$ cat config.mk
export PLATFORM = sky130hd
export DESIGN_NAME = fpnew_lane_gather_slice
export DESIGN_NICKNAME = d
export VERILOG_FILES = /design/src/rtl/fpnew_lane_gather_slice.sv
export SDC_FILE = /design/constraint.sdc
export NUM_CORES = 1
export LEC_CHECK = 0
export ABC_CLOCK_PERIOD_IN_PS = 7400
export CAP_MARGIN = 20
export CORE_ASPECT_RATIO = 0.75
export CORE_UTILIZATION = 52
export DETAILED_ROUTE_END_ITERATION = 8
export PLACE_DENSITY_LB_ADDON = 0.1
export SKIP_LAST_GASP = 1
export SYNTH_ARGS = -nofsm -noshare
export SYNTH_HDL_FRONTEND = slang
export SYNTH_SLANG_ARGS = --single-unit
$ cat constraint.sdc
create_clock -name clk_i -period 7.4 [get_ports clk_i]
set_input_delay 1.48 -clock clk_i [delete_from_list [all_inputs] [get_ports clk_i]]
set_output_delay 1.48 -clock clk_i [all_outputs]
set_load 0.05 [all_outputs]
$ cat src/rtl/fpnew_lane_gather_slice.sv
// fpnew_lane_gather_slice: dispatches an op to independent lane units and gathers their
// out-of-step results into one NaN-boxed result with masked status.
module fpnew_lane_gather_slice #(
    parameter int unsigned Width         = 64,
    parameter int unsigned FpWidth       = 32,
    parameter bit          EnableVectors = 1'b1,
    parameter int unsigned Depth         = 4,
    parameter int unsigned TagWidth      = 8,
    localparam int unsigned NUM_LANES    = Width / FpWidth,
    localparam int unsigned CNT_W        = $clog2(Depth + 1),
    localparam int unsigned PTR_W        = (Depth > 1) ? $clog2(Depth) : 1
) (
    input  logic                           clk_i,
    input  logic                           rst_ni,
    input  logic                           in_valid_i,
    output logic                           in_ready_o,
    input  logic                           vectorial_op_i,
    input  logic [NUM_LANES-1:0]           simd_mask_i,
    input  logic                           box_bit_i,
    input  logic [TagWidth-1:0]            tag_i,
    input  logic                           flush_i,
    output logic [NUM_LANES-1:0]           lane_valid_o,
    input  logic [NUM_LANES-1:0]           lane_ready_i,
    input  logic [NUM_LANES-1:0]           lane_out_valid_i,
    output logic [NUM_LANES-1:0]           lane_out_ready_o,
    input  logic [NUM_LANES*FpWidth-1:0]   lane_result_i,
    input  logic [NUM_LANES*5-1:0]         lane_status_i,
    output logic                           out_valid_o,
    input  logic                           out_ready_i,
    output logic [Width-1:0]               result_o,
    output logic [4:0]                     status_o,
    output logic [TagWidth-1:0]            tag_o,
    output logic                           busy_o
);

    logic [TagWidth-1:0]  tag_q  [Depth];
    logic [NUM_LANES-1:0] mask_q [Depth];
    logic [Depth-1:0]     vec_q, box_q;
    logic [PTR_W-1:0]     wr_ptr, rd_ptr;
    logic [CNT_W-1:0]     count_q;
    logic [FpWidth-1:0]   res_q  [NUM_LANES];
    logic [4:0]           stat_q [NUM_LANES];
    logic [NUM_LANES-1:0] done_q, active, head_active, head_mask, ret, owned;
    logic                 can_issue, push, pop, head_box, nonempty, complete;

    assign nonempty  = count_q != '0;
    assign head_mask = mask_q[rd_ptr];
    assign head_box  = box_q[rd_ptr];

    always_comb begin
        active      = '0;
        head_active = '0;
        for (int l = 0; l < NUM_LANES; l++) begin
            active[l]      = (l == 0) | (vectorial_op_i & EnableVectors);
            head_active[l] = (l == 0) | (vec_q[rd_ptr] & EnableVectors);
        end
    end

    // Readiness depends only on occupancy, never on this cycle's pop.
    assign can_issue    = (count_q < CNT_W'(Depth)) & ~flush_i & (&(lane_ready_i | ~active));
    assign in_ready_o   = can_issue;
    assign push         = in_valid_i & can_issue;
    assign lane_valid_o = {NUM_LANES{push}} & active;

    assign owned            = nonempty ? head_active : '0;
    assign lane_out_ready_o = flush_i ? '1 : owned & ~done_q;
    assign ret              = lane_out_valid_i & lane_out_ready_o & {NUM_LANES{~flush_i}};

    assign complete    = nonempty & ((head_active & ~done_q) == '0);
    assign out_valid_o = complete & ~flush_i;
    assign pop         = out_valid_o & out_ready_i;
    assign tag_o       = tag_q[rd_ptr];
    assign busy_o      = nonempty;

    always_comb begin
        result_o = {Width{head_box}};
        status_o = '0;
        for (int l = 0; l < NUM_LANES; l++) begin
            if (head_active[l]) result_o[l*FpWidth +: FpWidth] = res_q[l];
            status_o = status_o | (stat_q[l] & {5{head_active[l] & head_mask[l]}});
        end
    end

    function automatic logic [PTR_W-1:0] nxt(input logic [PTR_W-1:0] p);
        return (p == PTR_W'(Depth - 1)) ? '0 : p + 1'b1;
    endfunction

    always_ff @(posedge clk_i or negedge rst_ni) begin
        if (!rst_ni) begin
            wr_ptr  <= '0;
            rd_ptr  <= '0;
            count_q <= '0;
            done_q  <= '0;
            vec_q   <= '0;
            box_q   <= '0;
            for (int d = 0; d < Depth; d++) begin
                tag_q[d]  <= '0;
                mask_q[d] <= '0;
            end
            for (int l = 0; l < NUM_LANES; l++) begin
                res_q[l]  <= '0;
                stat_q[l] <= '0;
            end
        end else if (flush_i) begin
            wr_ptr  <= '0;
            rd_ptr  <= '0;
            count_q <= '0;
            done_q  <= '0;
        end else begin
            if (push) begin
                tag_q[wr_ptr]  <= tag_i;
                mask_q[wr_ptr] <= simd_mask_i;
                vec_q[wr_ptr]  <= vectorial_op_i;
                box_q[wr_ptr]  <= box_bit_i;
                wr_ptr         <= nxt(wr_ptr);
            end
            if (pop) rd_ptr <= nxt(rd_ptr);
            count_q <= count_q + CNT_W'(push) - CNT_W'(pop);
            for (int l = 0; l < NUM_LANES; l++) begin
                if (ret[l]) begin
                    res_q[l]  <= lane_result_i[l*FpWidth +: FpWidth];
                    stat_q[l] <= lane_status_i[l*5 +: 5];
                end
            end
            done_q <= pop ? '0 : done_q | ret;
        end
    end

    // A lane offering a result that no in-flight op owns is an integration error.
    always @(posedge clk_i) begin
        if (rst_ni && !flush_i)
            assert ((lane_out_valid_i & ~owned) == '0)
            else $error("lane result offered with no owning op: %b", lane_out_valid_i);
    end

endmodule

Word level (Yosys, flattened, before mapping)
Cells that the tools add are included.
{"block": "word_totals", "ff_bits": 131, "latch_bits": 0, "mem_bits_rw": 0, "rom_bits": 0, "in_bits": 95, "out_inout_bits": 84, "wordCells": 95, "n_memories": 0}
{"block": "op_classes", "addsub": 4, "n_mul": 0, "div_mod_pow": 0, "n_lt_le_gt_ge": 7, "eq_ne": 2, "shift": 0, "muxes": 32, "bitwise_logic": 22, "reduce_logical": 10}
{"op": "32-bit bitwise mux", "n": 1}
{"op": "32-bit 2-to-1 mux", "n": 1}
{"op": "2-bit 2-to-1 mux", "n": 13}
{"op": "8-bit 2-to-1 mux", "n": 3}
{"op": "8-bit binary-select mux with 2-bit select", "n": 1}
{"op": "8-bit demux with 2-bit select", "n": 1}
{"op": "2-bit AND", "n": 5}
{"op": "5-bit AND", "n": 2}
{"op": "4-bit bitwise mux", "n": 2}
{"op": "8-bit bitwise mux", "n": 1}
{"op": "2-bit AND reduction", "n": 4}
{"op": "1-bit AND", "n": 7}
{"op": "3-bit greater-or-equal comparator, second input constant", "n": 2}
{"op": "2-bit by 3-bit less-than comparator with 1-bit output, second input constant", "n": 2}
{"op": "2-bit NOT with 3-bit output", "n": 2}
{"op": "5-bit OR", "n": 1}
{"op": "2-bit by 1-bit adder with 2-bit output, second input constant", "n": 2}
{"op": "1-bit binary-select mux with 2-bit select", "n": 2}
{"op": "2-bit binary-select mux with 2-bit select", "n": 1}
{"op": "2-bit demux with 2-bit select", "n": 1}
{"op": "2-bit equality test, second input constant", "n": 2}
{"op": "2-bit NOT", "n": 2}
{"op": "2-bit OR", "n": 2}
{"op": "2-bit nonzero test", "n": 2}
{"op": "12 further kinds", "n": 15}

Longest topological paths before layout
Gate-level depths: netlist of the first run.
{"block": "depth", "depth_word": 10, "ltp_mapped": 12, "mapped_depth_nobuf": 11}

Worst setup path after synthesis of the first run
No wires, ideal clock.
{"block": "synth_path", "kind": "input-to-output", "startpoint": "in vectorial_op_i", "endpoint": "out lane_valid_o[1]", "arrival_ns": 2.812, "t_required_ns": 5.920, "setup_slack_ns": 3.108, "cell_stages": 3, "cell_sequence": "nor2b_4 nor4b_4 and2_1"}
{"block": "synth_between", "elab_chain_cells": 6}
{"item": "from (decl)", "line_no": "17", "text": "input logic vectorial_op_i,"}
{"item": "2-bit NOT", "line_no": "60", "text": "assign can_issue = (count_q < CNT_W'(Depth)) & ~flush_i & (&(lane_ready_i | ~active));"}
{"item": "2-bit OR", "line_no": "60"}
{"item": "2-bit AND reduction", "line_no": "60"}
{"item": "1-bit AND", "line_no": "60"}
{"item": "1-bit AND", "line_no": "62", "text": "assign push = in_valid_i & can_issue;"}
{"item": "named net push", "line_no": "44", "text": "logic can_issue, push, pop, head_box, nonempty, complete;"}
{"item": "2-bit AND", "line_no": "63", "text": "assign lane_valid_o = {NUM_LANES{push}} & active;"}
{"item": "to (decl)", "line_no": "22", "text": "output logic [NUM_LANES-1:0] lane_valid_o,"}
The timed path passes the listed nets, and every way through them passes these cells.

Worst setup path in the final report of the first run
{"block": "layout_path", "startpoint": "in flush_i", "endpoint": "out lane_valid_o[1]"}
{"block": "layout_between", "elab_chain_cells": 5}
{"item": "from (decl)", "line_no": "21", "text": "input logic flush_i,"}
{"item": "1-bit NOT (no source line)"}
{"item": "1-bit AND (2 in series)", "line_no": "60"}
{"item": "1-bit AND", "line_no": "62"}
{"item": "2-bit AND", "line_no": "63"}
Every way passes these cells.

==> results of run 1 <==
kinds of logic after synthesis:
| group | share of synthesized area |
|---|---|
| multiplexers | 0.296 |
| flip-flops | 0.528 |
| AND/OR/NAND/NOR | 0.0735 |
| buffers and inverters | 0.0661 |
| AO/OA/AOI/OAI | 0.0163 |
| adder cells (fa/ha/maj) | 0.0173 |
| XOR/XNOR | 0.00282 |
synth_stat cells (all sizes together):
cell type / number
mux4: 11
a21oi: 2
o21bai: 2
and3: 1
nor4b: 2
clkbuf: 9
xnor2: 1
buf: 47
nand3b: 1
mux2: 127
a211oi: 1
dfrtp: 131
ha: 7
o21ai: 1
nand2: 70
a22oi: 1
nand2b: 2
and2: 2
nand4: 1
nor2b: 5
mux2i: 1
o31ai: 1
fa: 1
a22o: 5
xor2: 1
nor3: 2
nor2: 8
inv: 7
report_power, final:
part | internal, mW | leakage (nW) | switching (mW)
combinational | 0.497 | 2.04 | 0.783
clock | 0.501 | 0.266 | 0.305
sequential | 0.902 | 1.69 | 0.0938
sequential cells by signal (all words and copies together) (netlist names):
signal / cells
box_q: 4
count_q: 3
done_q: 2
mask_q: 8
rd_ptr: 2
res_q: 32
result_o: 32
stat_q: 10
tag_q: 32
vec_q: 4
wr_ptr: 2
path summary, 6_finish.rpt:
path	from	end	slack [ns]
min in group asynchronous	rst_ni	result_o[20]	1.22
min reg2reg	vec_q[2]	vec_q[2]	0.49
max	flush_i	lane_valid_o[1]	1.74
min	vec_q[2]	vec_q[2]	0.49
max in group asynchronous	rst_ni	stat_q[3]	4.91
max reg2reg	count_q[2]	count_q[2]	4.56
layout by cell type (no fill, tap or decap), drive strengths merged:
cell           instances
bufinv                 2
a211oi                 1
a22o                   5
a22oi                  1
inv                    7
nor3                   2
clkinv                 5
clkinvlp               6
and3                   1
mux2i                  1
nand4                  1
nor2                   8
nand2b                 2
nand2                 70
mux4                  11
o21ai                  1
o21bai                 2
ha                     7
xor2                   1
nand3b                 1
fa                     1
mux2                 127
nor2b                  5
o31ai                  1
nor4b                  2
a21oi                  2
xnor2                  1
clkbuf                18
clkdlybuf4s50        177
and2                   2
dfrtp                131
buf                    6
per-layer routing:
layer  wire length (um)  part of all wire  GRT usage  up-vias
met5                  0                 0          0        -
met4                216             0.016     0.0733        0
met3                711             0.054     0.0542       16
met2               6320              0.48      0.372      127
met1               5870              0.45      0.295     1963
li1                   -                 -          -     1813
layout make-up:
type                            count  area [sq um]  share of cell area
Timing Repair Buffer              183          1840               0.217
Inverter                            7          26.3             0.00311
Multi-Input combinational cell    256          2530               0.299
Tap cell                          162           203              0.0240
Clock inverter                     13           138              0.0163
Sequential cell                   131          3280               0.388
Clock buffer                       18           439              0.0520
per-stage QoR:
step | instance area [sq um] | worst slack (ns) | hold WS [ns]
after floorplan | 6210 | 3.11 | 0.457
after global placement | 7840 | 1.83 | 0.470
after detailed placement | 7840 | 1.77 | 0.476
after CTS | 8420 | 1.75 | 0.489
after global routing | 8450 | 1.60 | 0.508
final | 8450 | 1.74 | 0.487
==> impl.org, run 1 <==
** Global route
- Entering global routing, the biggest net connects 79 pins.
- Number of global-route vias before repair :: 4161
- The number of antenna violations at the first check in global routing is 0.
- Wire length of the first global-routing pass :: 21.5 mm
- All-layer global routing usage :: 0.226
- Global routing finished with a remaining overflow of 0.

** Detailed routing
- The first detailed-routing pass took 4 iterations.
- Summed over all layers, the routed wires come to 13.1 mm.
- For this run, design rule violations remaining after detail routing come to 0.
- Dividing the detail-routed wire length by the instance count gives 17.0 um.
- Count of antenna-violating nets left after detailed routing :: 0
- The detailed router finished its first iteration with 117 violations.
- Vias after detailed routing :: 3919
- Dividing the detail-routed via count by the number of cells gives 5.09.

** Finish
- The finished layout holds 770 standard cells, fillers aside.
- After the last flow step, the layout net total stands at 699.
- Compared with the post-synthesis result, the final layout area differs by 36.0%.
- End-of-flow core utilization :: 0.727
- The number of antenna diodes in the final layout is 0.
- Filler Cell Count :: 796
- In the final layout, the share of cells above drive strength 1 is 0.255.

** Pwr
- For this design the static power due to leakage is 3.99 nW.
- Dividing total power by cell area gives a power density of 365 mW/mm^2.
- Across the VDD grid, the largest voltage drop is 200 uV.
- Total Power :: 3.08 mW

** Timing
- Max frequency :: 177 MHz
- Total of endpoints with negative setup slack in the final report :: 0
- On the final layout, the worst clock skew is 0.00686 ns.
- Slew of the pin with the lowest slew margin :: 0.950 ns
- The final number of hold-violating endpoints came to 0.
- Setup repair after global routing missed its margin :: false
- Tcrit/Tclk final :: 0.764
- For the final routed database, the setup TNS stands at 0 ns.
- Max-slew violation count :: 0
- The worst path needs 5.66 ns of the cycle, external delays included.
- Relative max-transition margin :: 0.367

** Floorplan
- Floorplan row count :: 34
- For this configuration, the core starts out at a cell density of 0.535.
- Chip Width :: 128 um
- I/O pins :: 179
- After floorplanning, the core was sized to cover 0.0116 sq mm.
- The die covers 0.0124 sq mm.
- DIE HEIGHT :: 96.6 um

** Logic synthesis
- Cell taking the most area after synthesis :: dfrtp_1
- Syn Nets :: 553
- Instance count of the mapped netlist :: 450
- Biggest area contributors in the synthesized netlist :: dfrtp_1 (53%), mux2_2 (11%), mux2_4 (9.7%), mux2_1 (5.3%), buf_4 (4.4%)
- Post-Syn Area :: 0.00621 sq mm
- Synthesis instantiated 36 different standard cells from the library.
- Of the synthesized area, sequential elements account for 0.528.
- Average size of a mapped cell :: 13.8 sq um
- Fraction of synthesized cell area taken by the top area cell type :: 0.528
- The Yosys step of the flow raised 0 warnings.
- Flops & latches, synth :: 131

** Setup path
- Count of cells along the worst register-to-register path :: 11
- The critical path goes through clkdlybuf4s50_1 > nand2b_4 > nor4b_4 > and2_1 > clkdlybuf4s50_1.
- Logic depth of the worst path, buffers included :: 5
- Slowest-stage cell, CP :: clkdlybuf4s50_1
- Nature of the critical path startpoint :: input pin
- Among the stages of the critical path, the cell type that occurs most often is clkdlybuf4s50_1.
- Count of buffering cells on the critical path with inverters included :: 2
- Setup Crit Path Kind :: input pin to output port
- Largest stage delay on the critical path :: 0.80 ns
- In this run the worst path has a maximum fanout of 14.
- Family of cells with the greatest summed delay on the critical path :: buffers and inverters
- At the worst endpoint, the required time is 5.92 ns.
- The worst setup path is captured at an output port.
- Data arrives at the worst endpoint at 4.18 ns.

** Hold path
- Worst hold path type :: flip-flop to flip-flop
- Counting instances, the worst hold path has a depth of 1.

** Clock network
- After clock tree synthesis, the clock-pin slew on the worst setup and hold paths is 0.05 ns.
- Maximum buffer depth of the clock tree :: 2
- Total clock buffers created by CTS :: 17
- Buffers added to address setup during post-CTS repair amount to 0.
- For this design, the CTS-stage hold fixing added 0 buffers.
- The cell sitting at the root of the clock tree is a clkbuf_16.
- TritonCTS built the clock tree.
- Total clock sinks :: 131
- At the later pin of the worst-skew pair, clock insertion delay measures 0.41 ns.
- In this run the number of H-tree levels came out at 4.
- Number of gates given a new drive strength after cts :: 0

** Place
- Estimated wirelength of the detail-placed design :: 8.84 mm
- The count of buffers added on input and output ports is 178.
- Counting tap cells, the placed design contains a total of 738 instances.
- Gpl congestion :: 0.781

** Flow run
- Maxcap violations :: 0

** Outcome
- Run status :: finished clean
No activity file was read; power rests on OpenSTA's default activity.
==> inputs of run 2 (changes only) <==
--- a/config.mk
+++ b/config.mk
@@ -5,10 +5,10 @@
 export SDC_FILE = /design/constraint.sdc
 export NUM_CORES = 1
 export LEC_CHECK = 0
-export ABC_CLOCK_PERIOD_IN_PS = 7400
+export ABC_CLOCK_PERIOD_IN_PS = 4600
 export CAP_MARGIN = 20
 export CORE_ASPECT_RATIO = 0.75
-export CORE_UTILIZATION = 52
+export CORE_UTILIZATION = 43
 export DETAILED_ROUTE_END_ITERATION = 8
 export PLACE_DENSITY_LB_ADDON = 0.1
 export SKIP_LAST_GASP = 1
==> constraint.sdc (replaced) <==
create_clock -name clk_i -period 4.6 [get_ports clk_i]
set_input_delay 0.92 -clock clk_i [delete_from_list [all_inputs] [get_ports clk_i]]
set_output_delay 0.92 -clock clk_i [all_outputs]
set_load 0.05 [all_outputs]
==> run 2 against run 1 <==
Effect of this change:
- global-route usage fell by 3.3 points
- largest cell class unchanged
- count of clock-buffer cells in the layout grew 2
- combinational power grew 81%
- highest routed layer unchanged
- non-clock buffer count is 2 higher
- cell area up 3.7%
- die area rose by 21%
- first-iteration DRC count grew 25%
- core utilization shrank 9.7 points
- via count fell by 0.94%
- register-to-register slack got worse by 2.9 ns
- flip-flop and latch count did not move
==> impl.org, run 2 (synthesis gave the netlist of run 1 again) <==
** Outcome
- Run status :: finished clean

** Setup path
- Worst-case register-to-register setup slack :: 1.67 ns (-2.89 ns)
- The setup path with the least slack is of type flip-flop to output port.
- Crit path max fanout :: 11 (-3)
- In this run the critical register-to-register path is captured at count_q[2].
- Reg2Reg Launch Point :: rd_ptr[0]
- STA classifies the critical path endpoint as an output port.
- Data arrival time at the worst-slack endpoint :: 2.99 ns (-1.19 ns)
- The maximum cell stage delay along the critical path is 0.72 ns (-0.08 ns).
- Critical path data required time :: 3.68 ns (-2.24 ns)
- The worst reg-to-reg path cell count was 11 (unchanged).
- The worst setup path is launched from a flip-flop.
- The largest individual stage delay along the critical path comes from the cell clkdlybuf4s50_1.
- Critical path, cell by cell :: mux2_1 > mux2_2 > and2_1 > a22o_1 > clkdlybuf4s50_1

** Detailed routing
- The number of vias per cell came to 4.95 (-2.7%).
- The remaining routing DRC violations was 0 (unchanged).
- The routed via count came to 3882 (-0.94%).
- Final routed wirelength across all metal layers :: 13.6 mm (+3.6%)
- Count of antenna-violating nets left after detailed routing :: 0 (unchanged)
- The DRC marker count from the first detailed-route iteration was 146 (+25%).
- Routed wire per std cell :: 17.3 um (+1.8%)
- The number of detailed-route iterations in the first pass came to 4 (unchanged).

** Floorplan
- Core area :: 0.0139 sq mm (+20%)
- Initial core utilization :: 0.447 (-0.0876)
- Floorplan row count :: 37 (+8.8%)
- The boundary pin count came to 179 (unchanged).
- The area of the die was 0.0149 sq mm (+21%).
- The overall die width was 141 um (+9.8%).
- DIE HEIGHT :: 106 um (+9.8%)

** Global route
- Number of global-route vias before repair :: 4141 (-0.48%)
- The number of antenna violations at the first check in global routing was 0 (unchanged).
- Pin count of the biggest net entering global routing :: 102 (+29%)
- The aggregate global-route resource usage came to 0.193 (-0.0329).
- Total global routing overflow :: 0 (unchanged)
- The wire length of the first global-routing pass came to 22.1 mm (+3.0%).

** Finish
- Antenna cell count :: 0 (unchanged)
- Fraction of final layout cells with drive strength greater than 1 :: 0.309 (+0.0538)
- Synthesis-to-finish area growth :: 41.1%
- The net count reported at finish came to 701 (+0.29%).
- Highest-count cells in the layout ignoring fill and taps :: clkdlybuf4s50_1 (143), dfrtp_1 (131), nand2_1 (66)
- Number of standard cells in the final layout excluding fillers :: 784 (+1.8%)
- Most common cell after layout, fill and taps aside :: clkdlybuf4s50_1

** Clock network
- The post-CTS setup repair buffer count is 0 (unchanged).
- The number of buffers on the longest clock path came to 2 (unchanged).
- Count of H-tree levels built during CTS :: 4 (unchanged)
- Number of gates given a new drive strength after cts :: 0 (unchanged)
- The clock transition time at the flip-flop clock pins of the worst setup and hold paths was 0.05 ns (about the same).
- The worst-skew pair later-pin latency is 0.40 ns (about the same).
- The number of buffers created by CTS is 17 (unchanged).
- CTS Root Buffer Type :: clkbuf_16
- The hold buffer count at cts came to 0 (unchanged).
- TritonCTS built the clock tree.
- The number of clock sinks came to 131 (unchanged).

** Timing
- Final Skew :: 0.00807 ns (+0.00120 ns)
- The final hold slack came to 0.487 ns (+0.000658 ns).
- Total negative setup slack :: 0 ns (unchanged)
- Max-slew violation count :: 0 (unchanged)
- Setup repair after global routing left no endpoint under its margin.
- Subtracting the final worst setup slack from the clock period gives 3.91 ns.
- The worst slew margin relative to its limit came to 0.383 (+0.0164).
- Slew of the pin with the lowest slew margin :: 0.926 ns (-0.0246 ns)
- Derived from the worst setup path, the maximum achievable clock frequency is 255 MHz.
- Tcrit/Tclk final :: 0.851
- Final Hold Viols :: 0 (unchanged)
- The number of endpoints failing setup at the final stage came to 0 (unchanged).

** Hold path
- The path class of the tightest hold or removal check is flip-flop to flip-flop.
- For hold timing, the worst endpoint is mask_q[3].
- In this run the most critical hold path is launched from mask_q[3].
- Hold Path Depth :: 1 (unchanged)

** Place
- The count of buffers from port buffering came to 178 (unchanged).
- Estimated wirelength of the detail-placed design :: 9.17 mm (+3.7%)
- The instance count after placement with tap cells included came to 754 (+2.2%).
- Gpl congestion :: 0.711 (-9.0%)

** Pwr
- The part of the total power dissipated in sequential elements came to 0.307 (-0.016).
- The net switching share of the total power is 0.376 (-0.00726).
- The share of total power in combinational logic was 0.445 (+0.030).
- The cell-internal power came to 3.25 mW (+71%).
- The power dissipated by switching net loads was 1.96 mW (+66%).
- The clock share of power is 0.247 (-0.014).
- Max rail drop VDD :: 291 uV (+45%)
- The power density of the placed cells is 594 mW/mm^2 (+63%).
- The leakage power summed over all cells was 4.16 nW (+4.4%).

** Flow run
- The total of max-cap violations came to 0 (unchanged).
run 2: cell count changes in the layout (fill, tap and decap cells not counted), sizes merged:
cell | before | now
buf | 6 | 42
clkbuf | 18 | 20
clkdlybuf4s50 | 177 | 143
clkinvlp | 6 | 3
run 2: area by class of cell:
cell class / instances / area [sq um]
fillers: 1051 / 5130
flip-flops and latches: 131 / 3280
multi-input cells: 256 / 2530
repair buffers: 185 / 2150
clock buffers: 20 / 447
well taps: 175 / 219
clock inverters: 10 / 111
inverters: 7 / 26.3
run 2: power groups by stage:
stage	sequential (mW)	clock, mW	combinational [mW]
floorplan	1.57	0	1.61
global placement	1.60	0	2.31
detailed placement	1.62	0	2.34
CTS	1.60	1.31	2.34
global route	1.64	1.37	2.42
finish	1.60	1.29	2.32
run 2: metrics by stage:
| stage | power (mW) | area (sq um) | setup slack [ns] | util |
|---|---|---|---|---|
| finish | 5.21 | 8760 | 0.685 | 0.631 |
| global route | 5.43 | 8760 | 0.542 | 0.631 |
| CTS | 5.26 | 8760 | 0.630 | 0.631 |
| detailed placement | 3.96 | 8200 | 0.828 | 0.591 |
| global placement | 3.91 | 8200 | 0.872 | 0.591 |
| floorplan | 3.19 | 6210 | 1.43 | - |
run 2: critical path, delay by kind of cell (launching register included):
kind                   cells  cell delay (ns)
AOI/OAI and AO/OA          1             0.26
DFF                        1             0.69
and+or+nand+nor            1             0.22
muxes                      2             0.71
buffers and inverters      1             0.72
run 2: metal layers:
layer,vias up,wire length (um),global-route usage
li1,1803,-,-
met1,1947,6030,0.251
met2,123,6800,0.323
met3,9,680,0.0500
met4,0,89,0.0497
met5,-,0,0
run 2: worst max-delay path by stage:
stage | cells after the start | start | endpoint
floorplan | 3 | vectorial_op_i | lane_valid_o[1]
global placement | 4 | flush_i | out_valid_o
detailed placement | 4 | flush_i | out_valid_o
CTS | 5 | rd_ptr[0] | status_o[3]
global route | 5 | rd_ptr[0] | status_o[1]
finish | 5 | rd_ptr[0] | status_o[3]
